$ cat config.mk
export PLATFORM = sky130hd
export DESIGN_NAME = rvvi_trace_tx
export DESIGN_NICKNAME = d
export VERILOG_FILES = /design/src/rtl/rvvi_trace_tx.sv
export SDC_FILE = /design/constraint.sdc
export NUM_CORES = 2
export LEC_CHECK = 0
export ABC_AREA = 1
export CAP_MARGIN = 20
export CORE_AREA = 2 2 569 571
export CTS_CLUSTER_DIAMETER = 150
export DETAILED_ROUTE_END_ITERATION = 10
export DIE_AREA = 0 0 571 573
export PLACE_DENSITY = 0.39
export SYNTH_ARGS = -nofsm -noshare
export SYNTH_HDL_FRONTEND = slang
export SYNTH_SLANG_ARGS = --single-unit
$ cat constraint.sdc
create_clock -name clk -period 4.3 [get_ports clk]
set_input_delay 0.86 -clock clk [delete_from_list [all_inputs] [get_ports clk]]
set_output_delay 0.86 -clock clk [all_outputs]
set_load 0.01 [all_outputs]
$ cat src/rtl/rvvi_trace_tx.sv
// RVVI trace transmitter for one hart with a single retire slot. Each retirement
// record is held until its successor or a halt supplies the next PC, then emitted.
module rvvi_trace_tx #(
  parameter int ILEN = 32,
  parameter int XLEN = 32
) (
  input  logic                 clk,
  input  logic                 reset,
  input  logic                 ret_valid,
  output logic                 ret_ready,
  input  logic [XLEN-1:0]      ret_pc,
  input  logic [ILEN-1:0]      ret_insn,
  input  logic                 ret_trap,
  input  logic [1:0]           ret_mode,
  input  logic [1:0]           ret_ixl,
  input  logic                 ret_rd_we,
  input  logic [4:0]           ret_rd,
  input  logic [XLEN-1:0]      ret_rd_data,
  input  logic                 ret_csr_we,
  input  logic [11:0]          ret_csr_addr,
  input  logic [XLEN-1:0]      ret_csr_data,
  input  logic                 int_taken,
  input  logic                 halt_req,
  input  logic [XLEN-1:0]      halt_pc,
  input  logic                 resume,
  output logic                 valid,
  output logic [63:0]          order,
  output logic [ILEN-1:0]      insn,
  output logic                 trap,
  output logic                 halt,
  output logic                 intr,
  output logic [1:0]           mode,
  output logic [1:0]           ixl,
  output logic [XLEN-1:0]      pc_rdata,
  output logic [XLEN-1:0]      pc_wdata,
  output logic [32*XLEN-1:0]   x_wdata,
  output logic [31:0]          x_wb,
  output logic [11:0]          csr_addr,
  output logic [XLEN-1:0]      csr_wdata,
  output logic                 csr_wb
);

  typedef enum logic [1:0] {
    EMPTY  = 2'd0,
    HOLD   = 2'd1,
    HALTED = 2'd2
  } state_t;

  state_t            state_r;
  logic [63:0]       cnt_r;
  logic              pend_r;
  logic              last_trap_r;

  logic [XLEN-1:0]   h_pc_r;
  logic [ILEN-1:0]   h_insn_r;
  logic              h_trap_r;
  logic [1:0]        h_mode_r;
  logic [1:0]        h_ixl_r;
  logic              h_rd_we_r;
  logic [4:0]        h_rd_r;
  logic [XLEN-1:0]   h_rd_data_r;
  logic              h_csr_we_r;
  logic [11:0]       h_csr_addr_r;
  logic [XLEN-1:0]   h_csr_data_r;
  logic              h_intr_r;

  logic              accept_s;
  logic              emit_s;
  logic              intr_s;
  logic [XLEN-1:0]   next_pc_s;

  // Halt has priority over an offered record, so it also gates the handshake.
  assign ret_ready = !reset && (state_r != HALTED) && !halt_req;

  // Handshake, emission trigger and the successor PC of the held record.
  always_comb begin
    accept_s  = ret_valid && ret_ready;
    emit_s    = (state_r == HOLD) && (halt_req || accept_s);
    intr_s    = last_trap_r || int_taken || pend_r;
    if (halt_req) begin
      next_pc_s = halt_pc;
    end else begin
      next_pc_s = ret_pc;
    end
  end

  // FSM, hold register, shadow GPR file and registered trace outputs.
  always_ff @(posedge clk) begin
    if (reset) begin
      state_r      <= EMPTY;
      cnt_r        <= 64'd1;
      pend_r       <= 1'b0;
      last_trap_r  <= 1'b0;
      h_pc_r       <= '0;
      h_insn_r     <= '0;
      h_trap_r     <= 1'b0;
      h_mode_r     <= 2'd0;
      h_ixl_r      <= 2'd0;
      h_rd_we_r    <= 1'b0;
      h_rd_r       <= 5'd0;
      h_rd_data_r  <= '0;
      h_csr_we_r   <= 1'b0;
      h_csr_addr_r <= 12'd0;
      h_csr_data_r <= '0;
      h_intr_r     <= 1'b0;
      valid        <= 1'b0;
      order        <= 64'd0;
      insn         <= '0;
      trap         <= 1'b0;
      halt         <= 1'b0;
      intr         <= 1'b0;
      mode         <= 2'd0;
      ixl          <= 2'd0;
      pc_rdata     <= '0;
      pc_wdata     <= '0;
      x_wdata      <= '0;
      x_wb         <= 32'd0;
      csr_addr     <= 12'd0;
      csr_wdata    <= '0;
      csr_wb       <= 1'b0;
    end else begin
      valid  <= 1'b0;
      x_wb   <= 32'd0;
      csr_wb <= 1'b0;

      if (emit_s) begin
        valid     <= 1'b1;
        order     <= cnt_r;
        cnt_r     <= cnt_r + 64'd1;
        insn      <= h_insn_r;
        trap      <= h_trap_r;
        halt      <= halt_req;
        intr      <= h_intr_r;
        mode      <= h_mode_r;
        ixl       <= h_ixl_r;
        pc_rdata  <= h_pc_r;
        pc_wdata  <= next_pc_s;
        csr_addr  <= h_csr_addr_r;
        csr_wdata <= h_csr_data_r;
        csr_wb    <= h_csr_we_r;
        // x0 is never written, so its slot and write flag stay zero.
        for (int i = 1; i < 32; i++) begin
          if (h_rd_we_r && (h_rd_r == 5'(i))) begin
            x_wdata[i*XLEN +: XLEN] <= h_rd_data_r;
            x_wb[i]                 <= 1'b1;
          end
        end
      end

      if (accept_s) begin
        h_pc_r       <= ret_pc;
        h_insn_r     <= ret_insn;
        h_trap_r     <= ret_trap;
        h_mode_r     <= ret_mode;
        h_ixl_r      <= ret_ixl;
        h_rd_we_r    <= ret_rd_we && !ret_trap;
        h_rd_r       <= ret_rd;
        h_rd_data_r  <= ret_rd_data;
        h_csr_we_r   <= ret_csr_we && !ret_trap;
        h_csr_addr_r <= ret_csr_addr;
        h_csr_data_r <= ret_csr_data;
        h_intr_r     <= intr_s;
        last_trap_r  <= ret_trap;
        pend_r       <= 1'b0;
      end else if (int_taken) begin
        pend_r <= 1'b1;
      end

      case (state_r)
        EMPTY: begin
          if (halt_req) begin
            state_r <= HALTED;
          end else if (accept_s) begin
            state_r <= HOLD;
          end
        end
        HOLD: begin
          if (halt_req) begin
            state_r <= HALTED;
          end
        end
        HALTED: begin
          if (resume) begin
            state_r <= EMPTY;
          end
        end
        default: state_r <= EMPTY;
      endcase
    end
  end

endmodule
==> impl_metrics.tcl <==
set metrics [dict create \
    p_sw_share_pct 24.5 \
    rows 208 \
    synth_edf_count 0 \
    dieHeight_um 573 \
    initial_core_util_pct 16.5 \
    clock_skew_ns 0.0583 \
    first_global_vias 48200 \
    max_cap_viol_count 0 \
    crit_buf_inv 3 \
    nets 7871 \
    yosys.area.top_type "dfxtp_1" \
    drive_gt1_share_pct 7.50 \
    timing.final.max_slew_violations 0 \
    drc 0 \
    root_buffer "clkbuf_16" \
    dp_hpwl_mm 196 \
    h-tree-depth 4 \
    arrival_ns 2.39 \
    grt_pass1_wl_mm 390 \
    crit_slowest_cell "clkdlybuf4s50_1" \
    fmax_mhz 308 \
    post-place-ws_ns 0.472 \
    routed_wl_mm 286 \
    antenna_found_initial 48 \
    netlist_instances 6509 \
    viasPerCell 4.19 \
    die_w_um 571 \
    rr_worst_depth 6 \
    grt_overflow_total 0 \
    end_kind "output port" \
    area_growth_pct 46.8 \
    fin_ws_ns 1.05 \
    tritoncts "yes" \
    dr.pass1.iters 6 \
    clk_pin_slew_ns 0.06 \
    status "finished, final reports clean" \
    drt_iter0_drc 3701 \
    ir_drop_mv 0.308 \
    gp_congestion 0.816 \
    syn_area_per_cell_um2 8.10 \
    hold_viol 0 \
    p_sw_uw 7580 \
    fin_util_pct 24.2 \
    p_clk_share_pct 51.5 \
    crit_chain "clkdlybuf4s50_1, nor2_4, nand2_1, inv_1, clkdlybuf4s50_1" \
    max_stage_delay_ns 0.67 \
    post-route-period-util_pct 75.6 \
    ys_types 40 \
    cts_buffers 182 \
    cp_common_cell "clkdlybuf4s50_1" \
    yosys_warnings 0 \
    start_kind "input pin" \
    hold_depth 2 \
    power_density_mw_per_mm2 400 \
    total_power_uw 30900 \
    cts.sinks 1456 \
    fin_crit_ns 3.25 \
    p_comb_share_pct 4.4 \
    num_vias 50900 \
    seq_area_mm2 0.0292 \
    ys_seq_area_share_pct 55.3 \
    async_flop_share_pct 0 \
    path_depth 5 \
    dp_cells 11800 \
    relSlewSlack_pct 7.50 \
    p_leak_uw 0.0261 \
    cts-resized-gates 0 \
    path_class "in -> out" \
    routedWlPerCell_um 23.5 \
    worstPathMaxFanout 3 \
    stdcell_count 12100 \
    grt_use_total_pct 16.6 \
    core_area_mm2 0.320 \
    multi_input_area_mm2 0.0198 \
    dieArea_mm2 0.327 \
    setup_tns_ns 0 \
    synth_area_leaders "dfxtp_1, a21oi_1, o21ai_0, nor2_1, nand2_1" \
    clock_latency_ns 0.87 \
    num-fill-cells 35100 \
    worstPathRequired_ns 3.44 \
    synth_ff_type "dfxtp_1" \
    synth_area_mm2 0.0528 \
    synth_top_area_share_pct 55.3 \
    clock_path_buffers 4 \
    portBuffers 1426 \
    final_antenna_net_count 0 \
    setup_viol 0 \
    postCtsSetupBuffers 0 \
    crit_family "buffers and inverters" \
    seqPwrFrac_pct 44.0 \
    p_int_uw 23400 \
    tightest_slew_ns 1.39 \
    min_path_type "in -> reg" \
    pin_count 1460 \
    grt_start_max_net_pins 189 \
    rsz0062_at_grt "no" \
    ys_seq_elements 1456 \
    ctsHoldBuffers 0 \
]
[area by class of cell]
| class | instances | area share [%] |
|---|---|---|
| multi-input cells | 4168 | 25.6 |
| inverters | 304 | 1.50 |
| clock buffers | 274 | 7.06 |
| well taps | 4305 | 6.96 |
| clock inverters | 56 | 0.931 |
| flip-flops and latches | 1456 | 37.7 |
| repair buffers | 1568 | 20.2 |
| diodes | 16 | 0.0517 |
[registers in the layout (all words and copies together), names as in the netlist, 31 cells and up]
register	count
x_wdata	992
cnt_r	64
order	64
csr_wdata	32
h_csr_data_r	32
h_insn_r	32
h_pc_r	32
h_rd_data_r	32
insn	32
pc_rdata	32
pc_wdata	32
x_wb	31
[power groups by stage]
stage	Sequential [uW]	Clock, uW	Combinational [uW]
6_report	13600	15900	1370
5_1_grt	13600	17000	1470
4_1_cts	13600	16400	1400
3_5_place_dp	13900	0	1390
3_3_place_gp	13900	0	1400
2_1_floorplan	13900	0	608
[Yosys cell counts, drive strengths merged (2+ instances only)]
master,number
a211oi,73
a21oi,1279
a31oi,35
and2,2
buf,217
clkbuf,396
clkinv,34
dfxtp,1456
inv,270
nand2,636
nand3,44
nand3b,2
nand4,26
nor2,849
nor3,43
nor3b,2
nor4,2
o21a,3
o21ai,1129
o21bai,4
xor2,2
[kinds of logic (layout without fill, tap and decap cells)]
family / after synthesis / count (layout) / synth area share (%)
xor+xnor: 2 / 2 / 0.0332
flops: 1456 / 1456 / 55.3
buf+inv: 917 / 2202 / 7.57
simple gates: 1608 / 1608 / 12.2
other cells: 1 / 49 / 0.00711
fa+ha+maj: 1 / 1 / 0.0237
compound gates: 2524 / 2524 / 24.9
[metrics by stage]
step | hold WS (ns) | instance area (um2)
2_1_floorplan | 0.419 | 52900
3_3_place_gp | 0.432 | 71200
3_5_place_dp | 0.436 | 71200
4_1_cts | 0.289 | 77400
5_1_grt | 0.334 | 77400
6_report | 0.382 | 77400
[cell usage in the layout (no fill, tap or decap), types with 5 or more instances in the layout]
master,n
o21ai_1,144
nor3_1,43
clkbuf_1,38
a31oi_1,35
clkinv_1,31
buf_12,25
inv_1,245
clkinv_2,28
bufinv_16,10
clkbuf_8,52
nor2_4,7
nand3_1,36
inv_2,23
nand3_2,7
nor2_2,7
o21ai_0,985
nand4_2,12
nand2_1,633
dfxtp_1,1424
dfxtp_2,31
a21oi_1,1279
clkbuf_16,184
conb_1,33
nand4_1,10
clkdlybuf4s50_1,1425
inv_6,5
a211oi_1,23
nor2_1,835
diode_2,16
a211oi_2,50
buf_4,117
[worst paths after layout]
| check | startpoint | to | slack [ns] |
|---|---|---|---|
| max | halt_req | ret_ready | 1.05 |
| min | reset | pc_rdata[29] | 0.38 |
| max reg2reg | h_rd_r[2] | x_wdata[609] | 1.23 |
| min reg2reg | x_wdata[89] | x_wdata[89] | 0.44 |
[metal layers]
metal  up-vias  routed length, um  track usage [%]
met2      1920             135000             27.9
met1     24400             116000             20.1
li1      24100                  -                -
met4        22               9000             5.06
met5         -                139                0
met3       372              26000             5.00
No activity file was read; power rests on OpenSTA's default activity.
